--- src/rtl/execute_stage_pipe_if.sv ---
// Handshake/data bundle between the decode/register-read stage, the
// registered execute stage and the memory-access stage.
//   master : upstream/downstream side (drives op fields, in_valid, in_flush,
//            out_ready; observes in_ready and the result registers)
//   slave  : the execute stage itself
interface execute_stage_pipe_if #(
    parameter int XLEN = 64
);
    logic            in_valid;
    logic            in_ready;
    logic [XLEN-1:0] in_a;
    logic [XLEN-1:0] in_b;
    logic [XLEN-1:0] in_imm;
    logic [XLEN-1:0] in_pc;
    logic [2:0]      in_funct3;
    logic [6:0]      in_funct7;
    logic [1:0]      in_aluop;
    logic            in_alusrc;
    logic            in_flush;
    logic            out_valid;
    logic            out_ready;
    logic [XLEN-1:0] out_result;
    logic [XLEN-1:0] out_target;
    logic            out_zero;
    logic            out_taken;
    logic            busy;

    modport master (
        output in_valid, in_a, in_b, in_imm, in_pc, in_funct3, in_funct7,
               in_aluop, in_alusrc, in_flush, out_ready,
        input  in_ready, out_valid, out_result, out_target, out_zero,
               out_taken, busy
    );

    modport slave (
        input  in_valid, in_a, in_b, in_imm, in_pc, in_funct3, in_funct7,
               in_aluop, in_alusrc, in_flush, out_ready,
        output in_ready, out_valid, out_result, out_target, out_zero,
               out_taken, busy
    );
endinterface

--- src/rtl/execute_stage_pipe.sv ---
// Registered RV execute stage: full ALU op set, branch resolution and an
// iterative shift-add multiplier (one multiplier bit per cycle, XLEN cycles).
// Ports:
//   clk    rising-edge clock
//   rst_n  asynchronous active-low reset
//   bus    execute_stage_pipe_if.slave: in_* op fields + in_valid/in_ready,
//          in_flush, out_* result registers + out_valid/out_ready, busy
module execute_stage_pipe #(
    parameter  int XLEN = 64,
    localparam int SHW  = $clog2(XLEN)
) (
    input  logic                 clk,
    input  logic                 rst_n,
    execute_stage_pipe_if.slave  bus
);
    typedef enum logic {S_IDLE, S_MUL} state_t;

    state_t          state_q;
    logic            out_valid_q;
    logic [XLEN-1:0] out_result_q;
    logic [XLEN-1:0] out_target_q;
    logic            out_zero_q;
    logic            out_taken_q;
    logic [XLEN-1:0] mcand_q;
    logic [XLEN-1:0] mplier_q;
    logic [XLEN-1:0] acc_q;
    logic [SHW-1:0]  cnt_q;

    logic [XLEN-1:0] opb;
    logic [SHW-1:0]  shamt;
    logic [XLEN-1:0] alu_res;
    logic [XLEN-1:0] tgt;
    logic [XLEN-1:0] acc_step;
    logic            alu_taken;
    logic            lt_s, lt_u, eq;
    logic            m_ext, is_mul, accept, pop;

    // in_ready is forced low while reset is asserted even though the
    // registers already read IDLE / empty at that point.
    assign bus.in_ready = rst_n && (state_q == S_IDLE)
                          && (!out_valid_q || bus.out_ready) && !bus.in_flush;
    assign accept = bus.in_valid && bus.in_ready;
    assign pop    = out_valid_q && bus.out_ready;

    assign bus.out_valid  = out_valid_q;
    assign bus.out_result = out_result_q;
    assign bus.out_target = out_target_q;
    assign bus.out_zero   = out_zero_q;
    assign bus.out_taken  = out_taken_q;
    assign bus.busy       = (state_q != S_IDLE);

    assign opb   = bus.in_alusrc ? bus.in_imm : bus.in_b;
    assign shamt = opb[SHW-1:0];
    assign tgt   = bus.in_pc + (bus.in_imm << 1);
    assign lt_s  = $signed(bus.in_a) < $signed(opb);
    assign lt_u  = bus.in_a < opb;
    assign eq    = bus.in_a == opb;
    assign m_ext  = (bus.in_aluop == 2'b10) && (bus.in_funct7 == 7'b0000001);
    assign is_mul = m_ext && (bus.in_funct3 == 3'b000);

    // One shift-add step: add the shifted multiplicand when the current
    // multiplier LSB is set. Only the low XLEN bits are ever needed.
    assign acc_step = acc_q + (mplier_q[0] ? mcand_q : '0);

    always_comb begin
        alu_res   = '0;
        alu_taken = 1'b0;
        unique case (bus.in_aluop)
            2'b00: alu_res = bus.in_a + opb;
            2'b01: begin
                alu_res = bus.in_a - opb;
                case (bus.in_funct3)
                    3'b000:  alu_taken = eq;
                    3'b001:  alu_taken = !eq;
                    3'b100:  alu_taken = lt_s;
                    3'b101:  alu_taken = !lt_s;
                    3'b110:  alu_taken = lt_u;
                    3'b111:  alu_taken = !lt_u;
                    default: alu_taken = 1'b0;
                endcase
            end
            default: begin
                // Non-MUL M-extension encodings produce 0 in one cycle.
                if (!m_ext) begin
                    case (bus.in_funct3)
                        3'b000: alu_res = (bus.in_aluop == 2'b10 && bus.in_funct7[5])
                                          ? bus.in_a - opb : bus.in_a + opb;
                        3'b001: alu_res = bus.in_a << shamt;
                        3'b010: alu_res = {{(XLEN-1){1'b0}}, lt_s};
                        3'b011: alu_res = {{(XLEN-1){1'b0}}, lt_u};
                        3'b100: alu_res = bus.in_a ^ opb;
                        3'b101: alu_res = bus.in_funct7[5]
                                          ? $unsigned($signed(bus.in_a) >>> shamt)
                                          : bus.in_a >> shamt;
                        3'b110: alu_res = bus.in_a | opb;
                        default: alu_res = bus.in_a & opb;
                    endcase
                end
            end
        endcase
    end

    always_ff @(posedge clk or negedge rst_n) begin
        if (!rst_n) begin
            state_q      <= S_IDLE;
            out_valid_q  <= 1'b0;
            out_result_q <= '0;
            out_target_q <= '0;
            out_zero_q   <= 1'b0;
            out_taken_q  <= 1'b0;
            mcand_q      <= '0;
            mplier_q     <= '0;
            acc_q        <= '0;
            cnt_q        <= '0;
        end else if (bus.in_flush) begin
            // Kill both a held result and any multiply in progress.
            state_q     <= S_IDLE;
            out_valid_q <= 1'b0;
            mcand_q     <= '0;
            mplier_q    <= '0;
            acc_q       <= '0;
            cnt_q       <= '0;
        end else if (state_q == S_MUL) begin
            acc_q    <= acc_step;
            mcand_q  <= mcand_q << 1;
            mplier_q <= mplier_q >> 1;
            cnt_q    <= cnt_q + SHW'(1);
            if (cnt_q == SHW'(XLEN - 1)) begin
                state_q      <= S_IDLE;
                cnt_q        <= '0;
                out_result_q <= acc_step;
                out_zero_q   <= (acc_step == '0);
                out_valid_q  <= 1'b1;
            end
        end else begin
            if (pop) begin
                out_valid_q <= 1'b0;
            end
            if (accept) begin
                // Target/taken are captured at accept for every op; for MUL
                // out_valid stays low until the product lands.
                out_target_q <= tgt;
                out_taken_q  <= alu_taken;
                if (is_mul) begin
                    state_q  <= S_MUL;
                    mcand_q  <= bus.in_a;
                    mplier_q <= opb;
                    acc_q    <= '0;
                    cnt_q    <= '0;
                end else begin
                    out_result_q <= alu_res;
                    out_zero_q   <= (alu_res == '0);
                    out_valid_q  <= 1'b1;
                end
            end
        end
    end
endmodule

--- src/flat_wrapper.sv ---
// flat-port wrapper written by rule: the top's interface ports become plain ports
module execute_stage_pipe_flat 
#(
    parameter  int XLEN = 64,
    localparam int SHW  = $clog2(XLEN)
)
  (clk, rst_n, bus_in_valid, bus_in_a, bus_in_b, bus_in_imm, bus_in_pc, bus_in_funct3, bus_in_funct7, bus_in_aluop, bus_in_alusrc, bus_in_flush, bus_out_ready, bus_in_ready, bus_out_valid, bus_out_result, bus_out_target, bus_out_zero, bus_out_taken, bus_busy);
  execute_stage_pipe_if #(.XLEN(XLEN)) bus_i ();
  input  logic clk;
  input  logic rst_n;
  input wire logic [$bits(bus_i.in_valid)-1:0] bus_in_valid;
  input wire logic [$bits(bus_i.in_a)-1:0] bus_in_a;
  input wire logic [$bits(bus_i.in_b)-1:0] bus_in_b;
  input wire logic [$bits(bus_i.in_imm)-1:0] bus_in_imm;
  input wire logic [$bits(bus_i.in_pc)-1:0] bus_in_pc;
  input wire logic [$bits(bus_i.in_funct3)-1:0] bus_in_funct3;
  input wire logic [$bits(bus_i.in_funct7)-1:0] bus_in_funct7;
  input wire logic [$bits(bus_i.in_aluop)-1:0] bus_in_aluop;
  input wire logic [$bits(bus_i.in_alusrc)-1:0] bus_in_alusrc;
  input wire logic [$bits(bus_i.in_flush)-1:0] bus_in_flush;
  input wire logic [$bits(bus_i.out_ready)-1:0] bus_out_ready;
  output wire logic [$bits(bus_i.in_ready)-1:0] bus_in_ready;
  output wire logic [$bits(bus_i.out_valid)-1:0] bus_out_valid;
  output wire logic [$bits(bus_i.out_result)-1:0] bus_out_result;
  output wire logic [$bits(bus_i.out_target)-1:0] bus_out_target;
  output wire logic [$bits(bus_i.out_zero)-1:0] bus_out_zero;
  output wire logic [$bits(bus_i.out_taken)-1:0] bus_out_taken;
  output wire logic [$bits(bus_i.busy)-1:0] bus_busy;
  assign bus_i.in_valid = bus_in_valid;
  assign bus_i.in_a = bus_in_a;
  assign bus_i.in_b = bus_in_b;
  assign bus_i.in_imm = bus_in_imm;
  assign bus_i.in_pc = bus_in_pc;
  assign bus_i.in_funct3 = bus_in_funct3;
  assign bus_i.in_funct7 = bus_in_funct7;
  assign bus_i.in_aluop = bus_in_aluop;
  assign bus_i.in_alusrc = bus_in_alusrc;
  assign bus_i.in_flush = bus_in_flush;
  assign bus_i.out_ready = bus_out_ready;
  assign bus_in_ready = bus_i.in_ready;
  assign bus_out_valid = bus_i.out_valid;
  assign bus_out_result = bus_i.out_result;
  assign bus_out_target = bus_i.out_target;
  assign bus_out_zero = bus_i.out_zero;
  assign bus_out_taken = bus_i.out_taken;
  assign bus_busy = bus_i.busy;
  execute_stage_pipe #(.XLEN(XLEN)) u_core (.clk(clk), .rst_n(rst_n), .bus(bus_i));
endmodule
--- config.mk ---
export PLATFORM = sky130hd
export DESIGN_NAME = execute_stage_pipe_flat
export DESIGN_NICKNAME = d
export VERILOG_FILES = /design/src/rtl/execute_stage_pipe_if.sv /design/src/rtl/execute_stage_pipe.sv /design/src/flat_wrapper.sv
export SDC_FILE = /design/constraint.sdc
export NUM_CORES = 2
export LEC_CHECK = 0
export ABC_AREA = 1
export CAP_MARGIN = 20
export CORE_MARGIN = 2
export CORE_UTILIZATION = 40
export DETAILED_ROUTE_END_ITERATION = 8
export MAX_ROUTING_LAYER = met4
export SYNTH_ARGS = -nofsm -noshare
export SYNTH_HDL_FRONTEND = slang
export SYNTH_SLANG_ARGS = --single-unit
--- constraint.sdc ---
create_clock -name clk -period 4 [get_ports clk]
set_clock_uncertainty 0.05 [all_clocks]
set_input_delay 0.8 -clock clk [delete_from_list [all_inputs] [get_ports clk]]
set_output_delay 0.8 -clock clk [all_outputs]
set_load 0.02 [all_outputs]
==> metrics.txt <==
Final Hold Fails 0; via/cell ratio 5.95; final worst slack -0.365 ns; syn_area_per_cell approximately 5.5 um^2; VDD IR-drop max 0.286 mV; mux cell area share after synthesis 0; xor-xnor portion of the synthesized cell area 0.0210; Slew HR 0.266; CP Data Required Time between 4 and 5 ns; largest family of logic cells by synthesized area simple AND/OR/NAND/NOR gates; Mapped Nets 9789; Routed wire per std cell around 28 um; vias in the first global route about 73000; Slew @ Worst Pin 1.09 ns; Lkg Pwr 42.4 nW; critical path's slowest cell buf_6; Buffers on Ports approximately 410; initial antenna violation count 37; crit-path max cell delay about 0.36 ns; post-synth top area share 0.210; Final setup viols 6; Root Driver clkbuf_16; chip width 359 um; post-synthesis compound-gate area fraction 0.155; EDFF count, synth 0; Pwr per Cell Area between 200 and 300 nW/um^2; Hold Crit Depth 2; adder-cell share of the synthesized area 0.0890; Final Power 22.6 mW; TritonCTS clock tree done; IO Pins around 410; first-pass GRT wire length 515000 um; clock buffer count from CTS between 40 and 50; Fmax achieved between 200 and 250 MHz; crit path DAT 4.90 ns; WL final 372000 um; Initial Utilization 0.402; cell mode on critical path nand2_1; Simple-Gate Fraction of Synth Area 0.433; Hold Crit Class reg -> reg; status finished with violations; final critical-path share of the clock period 1.09; post-route ant nets 0; sequential-to-total area share from yosys stat 0.164; Synth Register Bits 330; Buf/Inv on CP 9; Overall Global Routing Usage 0.567; Die Y 359 um; post-synthesis instance total a little over 9000; crit path time final 4.37 ns; Area Growth Syn to Fin 58.7%; Crit. path cell count 25; CP top delay family simple AND/OR/NAND/NOR gates; initial DRC count 12500; Die ar. 129000 um^2; RSZ-0062 raised after global routing yes; remaining global-route overflow 0; ys flop type dfrtp_1; DRC errors left 2; H-tree depth 2; Synth Warn # 0; share of cells above drive strength 1 0.296; largest net degree at the start of global routing 140; violated checks DRC, setup timing; kind of end point of the critical path register; Slew Limit Fails 0; clk buf depth 3; clk_lat worst skew 0.68 ns; most common library cells after synthesis 2820 x nand2_1, 1390 x inv_1, 1335 x nand3_1, 748 x nor2_1, 526 x o21ai_0; Layout fillers ~12000; Nets 12100; crit-path max FO 42; First-pass DRT Iterations 9; Crit Path Class in -> reg; setup tns final -0.573 ns; Synth area leader nand2_1; Setup crit start kind input port; max capacitance violation total 0; FFs w/ async S/R, synth 1.00; Reg2Reg Depth 25; Netlist Area Pre-Place 50400 um^2; clock transition at the registers of the reported paths about 0.060 ns; Core Region 125000 um^2; HPWL after DPL 300000 um; global placement routability congestion 1.28; distinct cell type count after synthesis 59; top-count cell post-synth nand2_1; placement row count 130; via count 78700; Synth area leaders nand2_1 21%, dfrtp_1 16%, nand3_1 13%; clk sink count 330
==> flip-flops by register name, indices dropped and copies added (netlist names) <==
signal	cells
u_core.acc_q	64
u_core.bus.busy	1
u_core.bus.out_result	64
u_core.bus.out_taken	1
u_core.bus.out_target	64
u_core.bus.out_valid	1
u_core.bus.out_zero	1
u_core.cnt_q	6
u_core.mcand_q	64
u_core.mplier_q	64
==> final cells by class <==
| cell class | instances | area, um^2 | share of cell area |
|---|---|---|---|
| tap | 1650 | 2060 | 0.0258 |
| multi-input combinational | 7045 | 39800 | 0.498 |
| inverter | 1402 | 5310 | 0.0664 |
| clock inverter | 20 | 268 | 0.00335 |
| timing repair buffer | 2676 | 22900 | 0.286 |
| clock buffer | 57 | 1200 | 0.0150 |
| antenna | 37 | 92.6 | 0.00116 |
| timing repair inverter | 3 | 28.8 | 0.000360 |
| sequential | 330 | 8260 | 0.103 |
==> cells by family (layout without fill, tap and decap cells) <==
kind of cell / Yosys count / in the layout
AOI/OAI and AO/OA: 1387 / 1387
and+or+nand+nor: 5181 / 5181
buffers and inverters: 1784 / 4158
other: 0 / 37
xor gates and xnor gates: 121 / 121
DFF: 330 / 330
adders and majority gates: 356 / 356
==> where the power goes <==
group          switching [mW]  internal (mW)
sequential              0.349           3.78
combinational            8.53           5.69
clock                    1.85           2.39
==> placed cells by master, fill, tap and decap left out, drive strengths merged, types with 79 or more instances in the layout <==
| cell | netlist | final |
|---|---|---|
| or2 | 97 | 97 |
| clkdlybuf4s50 | 0 | 358 |
| nand4 | 80 | 80 |
| o22ai | 88 | 88 |
| inv | 1400 | 1400 |
| xor2 | 79 | 79 |
| dfrtp | 330 | 330 |
| a21oi | 466 | 466 |
| ha | 352 | 352 |
| nor2 | 749 | 749 |
| nand3 | 1343 | 1343 |
| o21ai | 563 | 563 |
| nand2 | 2823 | 2823 |
| buf | 150 | 2268 |
==> per-layer routing <==
metal  routed length [um]  global-route usage  vias up
met4                41700               0.475        0
met3                55000               0.215     1909
met5                    0                   -        -
li1                     -                   -    34300
met1               133000               0.658    36000
met2               142000               0.767     6529
==> worst register-to-register path: stages, from the launching register on <==
cell	delay, ns
dfrtp_2	0.45
buf_12	0.16
nand2_1	0.16
inv_1	0.07
ha_2	0.38
nand2_1	0.13
nor2_1	0.20
buf_4	0.15
inv_1	0.04
nor2_1	0.10
nor2_1	0.05
nand2_1	0.11
buf_4	0.14
nand3_1	0.06
nand2_1	0.24
nand2_1	0.10
nand2_1	0.14
xor2_1	0.25
nand2_1	0.10
nor2_2	0.20
nand2_1	0.11
nor2_2	0.15
nand4_1	0.26
nand2_1	0.16
inv_1	0.09
a21oi_2	0.13
==> repair_timing <==
| action | CTS | global route |
|---|---|---|
| setup buffers | 125 | 20 |
| endpoints found under the hold margin | 22 | 0 |
| pin swaps | 229 | 92 |
| resized for setup | 1181 | 275 |
| hold buffers | 1 | 0 |
| endpoints found under the setup margin | 62 | 48 |
| gates cloned | 7 | 0 |
==> per-stage QoR <==
stage	area, um^2	std cells	hold WS, ns	setup WS [ns]	util
floorplan	50400	9159	0.403	0.00392	-
detailed placement	72000	13000	0.415	-2.05	0.575
global placement	72000	13000	0.414	-2.11	0.575
CTS	78800	13200	0.437	-0.0405	0.629
finish	80000	13200	0.433	-0.365	0.638
global route	80000	13200	0.464	-0.415	0.638
==> final timing paths <==
check                                         startpoint  slack [ns]                         to
max in group asynchronous                          rst_n        1.64         u_core.mplier_q[0]
min in group asynchronous                          rst_n        0.57  u_core.bus.out_result[48]
worst min register to register  u_core.bus.out_target[5]        0.43   u_core.bus.out_target[5]
worst max-delay path                       bus_in_alusrc       -0.37        u_core.bus.out_zero
worst max register to register        u_core.mplier_q[0]       -0.28        u_core.bus.out_zero
worst min-delay path            u_core.bus.out_target[5]        0.43   u_core.bus.out_target[5]
No activity file was read; power rests on OpenSTA's default activity.
